==> src/rtl/mips_ctrl_pkg.sv <==
// -----------------------------------------------------------------------------
// mips_ctrl_pkg
// Shared constants and types for the MIPS main-control pipeline:
//   - opcode / funct constants
//   - ALU-op encodings (ADD, SUB, R_FORMAT, ORI)
//   - per-stage control bundles (EX carries everything, MEM and WB carry
//     only what they still need)
// Configuration: MAIN_CONTROL_ORI_EN (consumed by main_decoder) enables ori.
// -----------------------------------------------------------------------------
package mips_ctrl_pkg;

    localparam logic [5:0] OP_RTYPE = 6'd0;
    localparam logic [5:0] OP_J     = 6'd2;
    localparam logic [5:0] OP_BEQ   = 6'd4;
    localparam logic [5:0] OP_ADDI  = 6'd8;
    localparam logic [5:0] OP_ORI   = 6'd13;
    localparam logic [5:0] OP_LW    = 6'd35;
    localparam logic [5:0] OP_SW    = 6'd43;

    localparam logic [5:0] FUNCT_JR = 6'd8;

    typedef enum logic [1:0] {
        ALU_ADD  = 2'd0,
        ALU_SUB  = 2'd1,
        ALU_RFMT = 2'd2,
        ALU_ORI  = 2'd3
    } alu_op_e;

    // Full decoded bundle, held in the ID/EX register. An all-zero value is
    // a bubble.
    typedef struct packed {
        logic       valid;
        alu_op_e    alu_op;
        logic       alu_src;
        logic       branch;
        logic       jump;
        logic       jr;
        logic [5:0] funct;
        logic       mem_read;
        logic       mem_write;
        logic       reg_write;
        logic       mem_to_reg;
        logic [4:0] dest;
    } ex_ctrl_t;

    localparam int EX_CTRL_W = $bits(ex_ctrl_t);

    typedef struct packed {
        logic       valid;
        logic       mem_read;
        logic       mem_write;
        logic       reg_write;
        logic       mem_to_reg;
        logic [4:0] dest;
    } mem_ctrl_t;

    typedef struct packed {
        logic       valid;
        logic       reg_write;
        logic       mem_to_reg;
        logic [4:0] dest;
    } wb_ctrl_t;

    // Instructions whose rt field is a source operand (not a destination).
    function automatic logic reads_rt(input logic [5:0] op);
        return (op == OP_RTYPE) || (op == OP_SW) || (op == OP_BEQ);
    endfunction

endpackage

==> src/rtl/main_decoder.sv <==
// -----------------------------------------------------------------------------
// main_decoder
// Purely combinational opcode/funct decode for the ID stage.
// Ports:
//   id_valid        - instruction present in ID
//   opcode, funct   - instruction fields
//   id_rt, id_rd    - candidate destination registers
//   ctrl            - flattened ex_ctrl_t; all-zero (bubble) when id_valid is
//                     low or the opcode is not recognised
//   illegal         - id_valid with an unrecognised opcode
// Configuration: MAIN_CONTROL_ORI_EN defined -> opcode 13 (ori) is legal;
// otherwise opcode 13 is treated as illegal.
// -----------------------------------------------------------------------------
module main_decoder
    import mips_ctrl_pkg::*;
(
    input  logic                 id_valid,
    input  logic [5:0]           opcode,
    input  logic [5:0]           funct,
    input  logic [4:0]           id_rt,
    input  logic [4:0]           id_rd,
    output logic [EX_CTRL_W-1:0] ctrl,
    output logic                 illegal
);

    ex_ctrl_t dec_c;
    logic     reg_dst;
    logic     legal;

    always_comb begin
        dec_c   = '0;
        reg_dst = 1'b0;
        legal   = 1'b1;
        case (opcode)
            OP_RTYPE: begin
                dec_c.alu_op    = ALU_RFMT;
                reg_dst         = 1'b1;
                dec_c.reg_write = 1'b1;
                // jr is R-format but writes nothing.
                if (funct == FUNCT_JR) begin
                    dec_c.jr        = 1'b1;
                    dec_c.reg_write = 1'b0;
                end
            end
            OP_LW: begin
                dec_c.alu_op     = ALU_ADD;
                dec_c.alu_src    = 1'b1;
                dec_c.mem_read   = 1'b1;
                dec_c.mem_to_reg = 1'b1;
                dec_c.reg_write  = 1'b1;
            end
            OP_SW: begin
                dec_c.alu_op    = ALU_ADD;
                dec_c.alu_src   = 1'b1;
                dec_c.mem_write = 1'b1;
            end
            OP_BEQ: begin
                dec_c.alu_op = ALU_SUB;
                dec_c.branch = 1'b1;
            end
            OP_ADDI: begin
                dec_c.alu_op    = ALU_ADD;
                dec_c.alu_src   = 1'b1;
                dec_c.reg_write = 1'b1;
            end
            OP_J: begin
                dec_c.jump = 1'b1;
            end
`ifdef MAIN_CONTROL_ORI_EN
            OP_ORI: begin
                dec_c.alu_op    = ALU_ORI;
                dec_c.alu_src   = 1'b1;
                dec_c.reg_write = 1'b1;
            end
`endif
            default: legal = 1'b0;
        endcase

        dec_c.valid = 1'b1;
        dec_c.funct = funct;
        dec_c.dest  = reg_dst ? id_rd : id_rt;
        // $zero is never written.
        if (dec_c.dest == 5'd0) begin
            dec_c.reg_write = 1'b0;
        end

        if (!id_valid || !legal) begin
            dec_c = '0;
        end
    end

    assign ctrl    = dec_c;
    assign illegal = id_valid && !legal;

endmodule

==> src/rtl/main_control_pipe.sv <==
// -----------------------------------------------------------------------------
// main_control_pipe
// Carries decoded control from ID through EX, MEM and WB, with load-use
// hazard detection and stall/flush handling.
// Ports:
//   clk, rst_n                       - clock, asynchronous active-low reset
//   id_valid, opcode, funct,
//   id_rs, id_rt, id_rd              - ID-stage instruction
//   stall_in                         - freeze every stage
//   flush                            - squash the ID instruction
//   ex_*                             - EX-stage control
//   mem_valid, mem_read, mem_write   - MEM-stage control
//   wb_*                             - WB-stage control
//   hazard_stall                     - combinational load-use stall
//   illegal_op                       - registered one-cycle illegal pulse
// Configuration: MAIN_CONTROL_ORI_EN enables ori decode (see main_decoder).
// -----------------------------------------------------------------------------
module main_control_pipe
    import mips_ctrl_pkg::*;
(
    input  logic       clk,
    input  logic       rst_n,
    input  logic       id_valid,
    input  logic [5:0] opcode,
    input  logic [5:0] funct,
    input  logic [4:0] id_rs,
    input  logic [4:0] id_rt,
    input  logic [4:0] id_rd,
    input  logic       stall_in,
    input  logic       flush,
    output logic       ex_valid,
    output logic [1:0] ex_alu_op,
    output logic       ex_alu_src,
    output logic       ex_branch,
    output logic       ex_jump,
    output logic       ex_jr,
    output logic [5:0] ex_funct,
    output logic       mem_valid,
    output logic       mem_read,
    output logic       mem_write,
    output logic       wb_valid,
    output logic       wb_reg_write,
    output logic       wb_mem_to_reg,
    output logic [4:0] wb_dest,
    output logic       hazard_stall,
    output logic       illegal_op
);

    logic [EX_CTRL_W-1:0] dec_bits;
    logic                 dec_illegal;
    ex_ctrl_t             dec_ctrl;

    ex_ctrl_t  ex_reg,  ex_next;
    mem_ctrl_t mem_reg, mem_next;
    wb_ctrl_t  wb_reg,  wb_next;
    logic      illegal_op_reg, illegal_op_next;

    main_decoder u_decoder (
        .id_valid (id_valid),
        .opcode   (opcode),
        .funct    (funct),
        .id_rt    (id_rt),
        .id_rd    (id_rd),
        .ctrl     (dec_bits),
        .illegal  (dec_illegal)
    );

    assign dec_ctrl = ex_ctrl_t'(dec_bits);

    // Load in EX whose result the ID instruction needs. rt only counts when
    // the ID instruction actually reads it. Gated by rst_n so it reads 0
    // while reset is held.
    assign hazard_stall = rst_n && id_valid && ex_reg.valid && ex_reg.mem_read
                       && (ex_reg.dest != 5'd0)
                       && ((ex_reg.dest == id_rs)
                           || (reads_rt(opcode) && (ex_reg.dest == id_rt)));

    always_comb begin
        ex_next         = ex_reg;
        mem_next        = mem_reg;
        wb_next         = wb_reg;
        // A freeze clears the pulse so it cannot stretch past one cycle.
        illegal_op_next = 1'b0;
        if (!stall_in) begin
            if (flush || hazard_stall) begin
                ex_next = '0;
            end else begin
                ex_next = dec_ctrl;
            end

            mem_next.valid      = ex_reg.valid;
            mem_next.mem_read   = ex_reg.mem_read;
            mem_next.mem_write  = ex_reg.mem_write;
            mem_next.reg_write  = ex_reg.reg_write;
            mem_next.mem_to_reg = ex_reg.mem_to_reg;
            mem_next.dest       = ex_reg.dest;

            wb_next.valid      = mem_reg.valid;
            wb_next.reg_write  = mem_reg.reg_write;
            wb_next.mem_to_reg = mem_reg.mem_to_reg;
            wb_next.dest       = mem_reg.dest;

            // A flushed or stalled illegal op has not really been issued.
            illegal_op_next = dec_illegal && !flush && !hazard_stall;
        end
    end

    always_ff @(posedge clk or negedge rst_n) begin
        if (!rst_n) begin
            ex_reg         <= '0;
            mem_reg        <= '0;
            wb_reg         <= '0;
            illegal_op_reg <= 1'b0;
        end else begin
            ex_reg         <= ex_next;
            mem_reg        <= mem_next;
            wb_reg         <= wb_next;
            illegal_op_reg <= illegal_op_next;
        end
    end

    assign ex_valid      = ex_reg.valid;
    assign ex_alu_op     = ex_reg.alu_op;
    assign ex_alu_src    = ex_reg.alu_src;
    assign ex_branch     = ex_reg.branch;
    assign ex_jump       = ex_reg.jump;
    assign ex_jr         = ex_reg.jr;
    assign ex_funct      = ex_reg.funct;
    assign mem_valid     = mem_reg.valid;
    assign mem_read      = mem_reg.mem_read;
    assign mem_write     = mem_reg.mem_write;
    assign wb_valid      = wb_reg.valid;
    assign wb_reg_write  = wb_reg.reg_write;
    assign wb_mem_to_reg = wb_reg.mem_to_reg;
    assign wb_dest       = wb_reg.dest;
    assign illegal_op    = illegal_op_reg;

endmodule
==> config.mk <==
export PLATFORM = sky130hd
export DESIGN_NAME = main_control_pipe
export DESIGN_NICKNAME = d
export VERILOG_FILES = /design/src/rtl/mips_ctrl_pkg.sv /design/src/rtl/main_decoder.sv /design/src/rtl/main_control_pipe.sv
export SDC_FILE = /design/constraint.sdc
export NUM_CORES = 1
export LEC_CHECK = 0
export ABC_AREA = 1
export BUFFER_PORTS_ARGS = -buffer_cell sky130_fd_sc_hd__buf_4
export CAP_MARGIN = 20
export CORE_MARGIN = 5
export CORE_UTILIZATION = 47
export CTS_CLUSTER_DIAMETER = 60
export DETAILED_ROUTE_END_ITERATION = 8
export GPL_TIMING_DRIVEN = 1
export HOLD_SLACK_MARGIN = 0.12
export PLACE_DENSITY = 0.76
export SETUP_SLACK_MARGIN = 0.5
export SLEW_MARGIN = 25
export SYNTH_ARGS = -nofsm -noshare
export SYNTH_HDL_FRONTEND = slang
export SYNTH_SLANG_ARGS = --single-unit
==> constraint.sdc <==
create_clock -name clk -period 1.44 [get_ports clk]
set_input_delay 0.072 -clock clk [delete_from_list [all_inputs] [get_ports clk]]
set_output_delay 0.072 -clock clk [all_outputs]
set_load 0.1 [all_outputs]
==> flow_metrics.tcl, run 1 <==
set metrics [dict create \
    cts.path.max_buffers 2 \
    setup_slack_ns -0.205 \
    cts_tree "yes" \
    antenna_found_initial 0 \
    post_synth_num_cell_types 26 \
    leakage_nw 1.73 \
    hold_violations 0 \
    drv_cap 0 \
    setup-violations-final 23 \
    grt_pass1_wl_um 9160 \
    final_cells 392 \
    slew_headroom 0.668 \
    power_frac_seq 0.507 \
    worstMarginPinSlew_ns 0.498 \
    hp-class "input port to flop" \
    drc_errors 0 \
    gp_congestion 0.786 \
    die_w_um 76.4 \
    period_share 1.14 \
    initial_utilization 0.479 \
    drive_gt1_frac 0.406 \
    synthCells 259 \
    first_pass_iters 4 \
    clock_latency_ns 0.30 \
    clk_pin_slew_ns 0.08 \
    ff_latch_area_um2 1000 \
    p_sw_frac 0.274 \
    ant_nets 0 \
    power_density_nw_per_um2 683 \
    synthMuxAreaShare 0 \
    vdd_ir_drop_max_mv 0.525 \
    met2_length_um 2890 \
    track_usage 0.192 \
    hold_ws_ns 0.112 \
    clock_skew_ns 0.00673 \
    worstSetupStartpointType "flop" \
    worstPathMaxFanout 5 \
    multi_input_area_um2 932 \
    top_layer "met4" \
    intPower_w 0.00160 \
    syn_area_per_cell_um2 7.99 \
    post-place-ws_ns -0.0485 \
    status "finished, violations left" \
    crit_arrival_ns 1.57 \
    largest_register_ffs 8 \
    first_global_vias 1932 \
    yosysSeqAreaShare 0.472 \
    crit_slowest_cell "dfrtp_1" \
    cpPeakStageDelay_ns 0.45 \
    worst_ep_required_time_ns 1.37 \
    worst-path-buf-inv 2 \
    p_total_w 0.00221 \
    wire_per_inst_um 14.5 \
    hpwl_um 3450 \
    synthAdderAreaFrac 0 \
    clock-sinks 39 \
    core_um2 4320 \
    root_buffer "clkbuf_8" \
    p_clk_frac 0.327 \
    dieArea_um2 5830 \
    drt-vias-per-instance 5.03 \
    slew_violations 0 \
    cts_max_level 2 \
    setup_tns_ns -1.63 \
    timing.fmax_ghz 0.608 \
    synth_compound_area_frac 0.102 \
    period_minus_slack_ns 1.65 \
    port_buffers 57 \
    combinationalPowerShare 0.166 \
    path_cells "xnor2_1, nand2_1, o21ai_2, nand2_4, clkinvlp_4, buf_12" \
    synth-xor-area-share 0.0212 \
    syn_area_um2 2070 \
    vias 1970 \
    drtIter0Drc 182 \
    rows 24 \
    grt_max_degree 43 \
    grt_overflow 0 \
    violations "setup timing" \
    met1_length_um 2270 \
    synth_top_family_by_area "simple AND/OR/NAND/NOR gates" \
    ys.warnings.count 0 \
    drt_wl_total_um 5700 \
    synth-simple-area-share 0.292 \
    area_growth_pct 56.4 \
    antenna_cells 0 \
    synth-seq-cells 39 \
    num-nets-final 371 \
    place_inst 366 \
    critPathKind "flop to output port" \
    rsz0062_at_grt "yes" \
    ios 58 \
    cts_inserted_buffers 5 \
    fillerInstances 308 \
    p_sw_w 0.000606 \
    end_kind "output port" \
    syn-num-nets 291 \
    met3WireLength_um 363 \
    die_h_um 76.4 \
    cp_top_family "flip-flops" \
]
[synthesized netlist by cell type, drive strengths merged]
cell type,count,area share
nor2,15,0.041
xnor2,2,0.0085
nand3,13,0.037
a21oi,1,0.0024
or2,1,0.0030
nand2,97,0.18
xor2,3,0.013
clkinv,1,0.0018
o21ai,13,0.035
clkbuf,5,0.0091
buf,11,0.042
nand4,9,0.027
o21bai,14,0.062
nor3,1,0.0024
dfrtp,39,0.47
a31oi,1,0.0030
inv,33,0.060
[timing repair]
action,4_1_cts,5_1_grt
cloned,1,0
endpoints found under the hold margin,49,0
pin swaps,4,11
endpoints found under the setup margin,48,48
hold buffers,9,0
buffers inserted,5,3
gates resized for setup,86,14
[worst register-to-register path: stages (launching register included)]
cell     delay (ns)
dfrtp_1        0.45
xnor2_1        0.22
nand2_1        0.10
o21ai_2        0.17
nand2_4        0.08
buf_6          0.14
buf_6          0.13
nand4_1        0.11
nand2_1        0.08
[logic make-up after synthesis]
kind of cell / count (synthesis)
buffers and inverters: 50
AND/OR/NAND/NOR: 136
AO/OA/AOI/OAI: 29
XOR/XNOR: 5
flip-flops: 39
[path summary, 6_finish.rpt]
check,start,endpoint,slack (ns),cells past startpoint
worst min-delay path,opcode[0],ex_jump,0.11,4
max in group asynchronous,rst_n,ex_valid,0.65,3
worst min register to register,mem_reg[0],wb_dest[0],0.48,2
min in group asynchronous,rst_n,ex_funct[0],0.41,3
worst max register to register,ex_reg[3],ex_funct[3],-0.15,8
worst max-delay path,ex_reg[3],hazard_stall,-0.21,6
[cell type report]
| cell class | instances | share of cell area |
|---|---|---|
| clock buffers | 7 | 0.0236 |
| clock inverters | 1 | 0.00155 |
| inverters | 34 | 0.0406 |
| multi-input cells | 171 | 0.288 |
| flip-flops and latches | 39 | 0.310 |
| well taps | 52 | 0.0201 |
| repair buffers | 88 | 0.316 |
[placed cells by master (no fill, tap or decap), types with 2 or more instances in the layout]
cell / synthesis / routed
buf_12: 0 / 26
o21bai_1: 8 / 8
nand3_2: 0 / 2
xor2_1: 3 / 3
inv_2: 0 / 6
o21bai_2: 6 / 2
nand3_4: 1 / 2
nand2_2: 1 / 3
dlygate4sd3_1: 0 / 9
nand2_1: 95 / 93
nand3_1: 12 / 10
o21bai_4: 0 / 4
o21ai_2: 2 / 2
buf_4: 8 / 49
nor2_2: 5 / 7
dfrtp_2: 0 / 19
xnor2_1: 2 / 2
clkbuf_8: 0 / 5
clkbuf_1: 5 / 2
o21ai_0: 11 / 10
nand4_1: 9 / 9
inv_1: 33 / 26
buf_6: 2 / 4
dfrtp_1: 39 / 19
nor2_1: 9 / 7
[routing by layer]
layer | GRT usage | vias to the layer above
met5 | 0 | -
li1 | - | 958
met4 | 0.0787 | 0
met2 | 0.322 | 65
met3 | 0.0603 | 16
met1 | 0.228 | 931
[power groups by stage]
stage | Sequential, W | Clock, W | Combinational (W)
after floorplan | 0.00118 | 0 | 0.000120
after global placement | 0.00114 | 0 | 0.000305
after detailed placement | 0.00114 | 0 | 0.000308
after CTS | 0.00112 | 0.000721 | 0.000353
after global routing | 0.00112 | 0.000790 | 0.000396
final | 0.00112 | 0.000723 | 0.000367
[stage by stage]
step                utilization  cell area (um2)
floorplan                     -             2110
global route              0.749             3240
global placement          0.600             2600
finish                    0.749             3240
CTS                       0.731             3160
detailed placement        0.600             2600
Note: power is estimated with default switching activity, not from simulation.
==> run 2, diff against run 1 <==
Settings changed: ABC_AREA 1 to unset, CORE_MARGIN 5 to 2, CORE_UTILIZATION 47 to 46, PLACE_DENSITY 0.76 to 0.75, SLEW_MARGIN 25 to unset.
==> run 2 against run 1 <==
The flow still finishes with violations (setup timing). Sequential cell count did not move. Global-route usage rose by 7.3 points. Synthesized area fell by 4.2%. Sequential power barely moved. Clock power rose by 55%.
==> flow_metrics.tcl, run 2 <==
set metrics [dict create \
    status "finished, violations left" \
    violations "setup timing" \
    clock-sinks 39 \
    clk_pin_slew_ns 0.08 \
    cpPeakStageDelay_ns 0.48 \
    synth_top_cell_by_area "dfrtp_1" \
    synth-async-reset-ratio 1.00 \
    clock_skew_ns 0.00802 \
    syn-num-nets 206 \
    ys.warnings.count 0 \
    ios 58 \
    cts.path.max_buffers 2 \
    rows 23 \
    synthFlopType "dfrtp_1" \
    power_density_nw_per_um2 730 \
    first_global_vias 1977 \
    cts_max_level 2 \
    cts_inserted_buffers 5 \
    wire_per_inst_um 22.4 \
    syn_area_um2 1980 \
    final_common_cell "buf_4" \
    rr_worst_depth 7 \
    end_kind "flop" \
    gp_congestion 0.896 \
    port_buffers 57 \
    cts_tree "yes" \
    grt_max_degree 40 \
    vias 2015 \
    track_usage 0.265 \
    synth_edf_count 0 \
    largest_register_ffs 8 \
    ys_top_cells_by_area "dfrtp_1 49%, mux2_2 9.7%, nand2_1 4.0%" \
    timing.fmax_ghz 0.507 \
    fillerInstances 149 \
    drt_wl_total_um 7710 \
    path_cells "xor2_1, nor2_2, buf_4, a41oi_4, nand2_4, buf_12, o31ai_1" \
    place_area_um2 2760 \
    yosys.cell_count.top_type "dfrtp_1" \
    hpwl_um 3470 \
    initial_utilization 0.485 \
    rsz0062_at_grt "yes" \
    drc_errors 0 \
    dieArea_um2 4850 \
    die_w_um 69.6 \
    leakage_nw 1.73 \
    yosys-top-cells-count "39 x dfrtp_1, 21 x nand2_1, 17 x mux2_2" \
    antenna_found_initial 0 \
    final_cell_mix "71 x buf_4, 27 x buf_12, 21 x nand2_1" \
    slew_violations 0 \
    synthCells 174 \
    setup-violations-final 23 \
    post_synth_num_cell_types 37 \
    core_um2 4090 \
    whs_path_depth 3 \
    period_minus_slack_ns 1.97 \
    worstSetupStartpointType "flop" \
    vdd_ir_drop_max_mv 0.451 \
    grt_pass1_wl_um 9960 \
    antenna_cells 0 \
    drive_gt1_frac 0.629 \
    synth_top_area_frac 0.492 \
    die_h_um 69.6 \
    hold_path_end "ex_reg[8]" \
    r2r_slack_ns -0.53 \
    worstPathMaxFanout 7 \
    cts-hold-fix-buffers 14 \
    hold_violations 0 \
    drtIter0Drc 189 \
    crit_arrival_ns 2.13 \
    hp-class "input port to flop" \
    syn_area_per_cell_um2 11.4 \
    drv_cap 0 \
    ant_nets 0 \
    setup_slack_ns -0.532 \
    num-nets-final 325 \
    min_from "opcode[3]" \
    synth-seq-cells 39 \
    worstMarginPinSlew_ns 0.500 \
    post-place-ws_ns -0.282 \
    post-route-cell-area_um2 3710 \
    grt_overflow 0 \
    multi_input_area_um2 1070 \
    yosysSeqAreaShare 0.492 \
    crit_slowest_cell "dfrtp_2" \
    worst_ep_required_time_ns 1.59 \
    drt-vias-per-instance 5.86 \
    first_pass_iters 4 \
    clock_latency_ns 0.31 \
    fin_util 0.908 \
    r2r-start "ex_reg[0]" \
    critPathKind "flop to flop" \
    timing.rr.end "ex_jr" \
    period_share 1.37 \
    slew_headroom 0.667 \
    root_buffer "clkbuf_8" \
    ff_latch_area_um2 1030 \
    area_growth_pct 87.2 \
]
==> run 2: cell type report <==
| class | instances | share of cell area |
|---|---|---|
| Sequential cell | 39 | 0.278 |
| Clock inverter | 3 | 0.0182 |
| Multi-Input combinational cell | 115 | 0.288 |
| Timing Repair Buffer | 128 | 0.377 |
| Inverter | 4 | 0.00405 |
| Clock buffer | 5 | 0.0185 |
| Tap cell | 50 | 0.0169 |
==> run 2: where the power goes <==
group	leakage (nW)	total, W	switching, W	internal [W]
Clock	0.0644	0.00112	0.000428	0.000691
Sequential	0.506	0.00112	0.0000145	0.00111
Combinational	1.16	0.000465	0.000251	0.000214
Total	1.73	0.00271	0.000693	0.00201
==> run 2: cells by family after synthesis <==
logic type	synth area share
compound gates	0.137
buf+inv	0.0644
simple gates	0.140
xor+xnor	0.0442
flops	0.492
mux	0.122
==> run 2: how the worst max path moves through the flow <==
stage,slack (ns),end,cells after the start,from
final,-0.53,ex_jr,7,ex_reg[0]
after global routing,-0.59,ex_jr,8,ex_reg[2]
after CTS,-0.43,hazard_stall,5,ex_reg[1]
after detailed placement,-0.28,ex_funct[5],5,ex_reg[2]
after global placement,-0.26,ex_funct[2],5,ex_reg[2]
after floorplan,-0.30,ex_alu_op[1],5,ex_valid
==> run 2: repair_timing <==
action / 4_1_cts / 5_1_grt
setup endpoints to repair: 51 / 60
hold endpoints to repair: 52 / 1
resized for setup: 97 / 22
pin swaps: 4 / 14
buffers inserted: 11 / 11
==> run 2: metal layers <==
layer  track usage  up-vias  routed length (um)
met3        0.0494       33                 478
met5             0        -                   0
li1              -      854                   -
met2         0.484      101                4220
met1         0.309     1027                2730
met4        0.0940        0                 280
==> run 2: per-stage QoR <==
step / hold slack, ns / instances / power (W) / setup TNS (ns)
after global routing: 0.121 / 344 / 0.00279 / -9.54
after global placement: 0.175 / 300 / 0.00149 / -4.85
after CTS: 0.108 / 333 / 0.00264 / -7.85
after floorplan: -0.224 / 174 / 0.00132 / -5.05
final: 0.126 / 344 / 0.00271 / -8.00
after detailed placement: 0.174 / 300 / 0.00149 / -5.46
==> run 2: worst max-delay path: cells and delay by family (launching register included) <==
kind	cells	cell delay (ns)
AO/OA/AOI/OAI	2	0.61
XOR/XNOR	1	0.25
buffers and inverters	2	0.30
flip-flops	1	0.48
AND/OR/NAND/NOR	2	0.18
==> run 3, diff against run 2 <==
Settings changed: CORE_MARGIN 2 to unset, CORE_UTILIZATION 46 to 45, HOLD_SLACK_MARGIN 0.12 to unset, PLACE_DENSITY 0.75 to 0.74.
==> run 3 against run 2 <==
The run still ends with setup timing left. Combinational power fell by 11%. Register-to-register slack better by 0.08 ns. Maximum frequency is 2.8% higher. First-iteration DRC count down 28%. Total power decreased by 9.2%. Via count shrank 11%. Largest cell class unchanged. Highest routed layer unchanged.
==> flow_metrics.tcl, run 3 (synthesis results as in run 2) <==
set metrics [dict create \
    status "finished, violations left" \
    violations "setup timing" \
    crit_slowest_cell "dfrtp_2" \
    rsz0062_at_grt "yes" \
    clock_skew_ns 0.00779 \
    period_minus_slack_ns 1.92 \
    cp_top_family "simple AND/OR/NAND/NOR gates" \
    slew_headroom 0.581 \
    leakage_nw 1.60 \
    worstSetupStartpointType "flop" \
    period_share 1.33 \
    largest_register_ffs 8 \
    antenna_cells 0 \
    crit_arrival_ns 1.85 \
    critPathKind "flop to output port" \
    clock-sinks 39 \
    cts_tree "yes" \
    track_usage 0.270 \
    setup-violations-final 23 \
    hold_violations 0 \
    initial_utilization 0.482 \
    setup_slack_ns -0.478 \
    timing.fmax_ghz 0.521 \
    hpwl_um 3690 \
    core_um2 4120 \
    worstMarginPinSlew_ns 0.620 \
    num-nets-final 302 \
    place_inst 298 \
    final_cell_mix "65 x buf_4, 28 x buf_12, 21 x dfrtp_1" \
    p_total_w 0.00246 \
    die_w_um 68.4 \
    end_kind "output port" \
    grt_overflow 0 \
    clock_latency_ns 0.30 \
    power_density_nw_per_um2 715 \
    ant_nets 0 \
    clk_pin_slew_ns 0.08 \
    drv_cap 0 \
    grt_max_degree 40 \
    worst-path-buf-inv 2 \
    drt-vias-per-instance 5.56 \
    antenna_found_initial 0 \
    vias 1784 \
    cts.path.max_buffers 2 \
    gp_congestion 0.904 \
    cts_inserted_buffers 5 \
    wire_per_inst_um 19.0 \
    worstPathMaxFanout 4 \
    r2r_slack_ns -0.45 \
    drtIter0Drc 137 \
    final_cells 321 \
    cpPeakStageDelay_ns 0.44 \
    root_buffer "clkbuf_8" \
    rows 23 \
    port_buffers 57 \
    path_cells "buf_4, xor2_2, nor2_2, nand4_1, nand2_8, buf_12" \
    slew_violations 0 \
    die_h_um 68.4 \
    dieArea_um2 4670 \
    first_pass_iters 4 \
    cts_max_level 2 \
    drive_gt1_frac 0.657 \
    vdd_ir_drop_max_mv 0.519 \
    drc_errors 0 \
    area_growth_pct 73.5 \
    post-place-ws_ns -0.309 \
    final_common_cell "buf_4" \
    grt_pass1_wl_um 9000 \
    ios 58 \
    worst_ep_required_time_ns 1.37 \
    drt_wl_total_um 6100 \
    hp-class "input port to flop" \
    first_global_vias 1834 \
]
[run 3: metrics by stage]
step	util	instance area, um2	setup TNS, ns	hold slack (ns)
2_1_floorplan	-	2110	-5.05	-0.224
3_3_place_gp	0.670	2760	-5.16	0.172
3_5_place_dp	0.670	2760	-6.15	0.176
4_1_cts	0.800	3290	-7.97	0.0400
5_1_grt	0.836	3440	-10.24	0.0476
6_report	0.836	3440	-8.78	0.0444
[run 3: report_power, final]
part | internal, W | switching [W] | total (W) | leakage [nW]
registers | 0.00111 | 0.0000140 | 0.00112 | 0.510
clock network | 0.000516 | 0.000405 | 0.000921 | 0.0581
logic | 0.000184 | 0.000229 | 0.000413 | 1.03
total | 0.00181 | 0.000648 | 0.00246 | 1.60
[run 3: path summary, 6_finish.rpt]
check | start | depth (start not counted) | endpoint
max | ex_reg[3] | 6 | hazard_stall
min | funct[1] | 3 | ex_funct[1]
max reg2reg | ex_reg[3] | 9 | ex_branch
min reg2reg | mem_reg[3] | 1 | wb_dest[3]
max in group asynchronous | rst_n | 3 | ex_valid
min in group asynchronous | rst_n | 3 | mem_write
[run 3: worst register-to-register path: stages (launching register included)]
cell and delay [ns]:
dfrtp_2 0.44, buf_4 0.15, xor2_2 0.19, nor2_2 0.19
nand4_1 0.25, nand2_8 0.15, buf_4 0.11, buf_6 0.09
buf_6 0.11, o21ai_1 0.08
[run 3: per-layer routing]
metal | GRT usage | share of wire
met3 | 0.0567 | 0.052
met1 | 0.313 | 0.40
met2 | 0.482 | 0.52
met5 | 0 | 0
met4 | 0.102 | 0.027
[run 3: timing repair]
action	CTS	global route
buffers inserted	7	7
hold endpoints to repair	39	0
gates resized for setup	87	23
pin swaps	4	7
endpoints found under the setup margin	49	56
hold buffers	1	0
[run 3: final cells by class]
cell class                 instances  area (um2)
sequential                        39        1030
tap                               50        62.6
inverter                           4        15.0
clock inverter                     3        43.8
multi-input combinational        115        1040
fill                             202         677
timing repair buffer             105        1180
clock buffer                       5        68.8
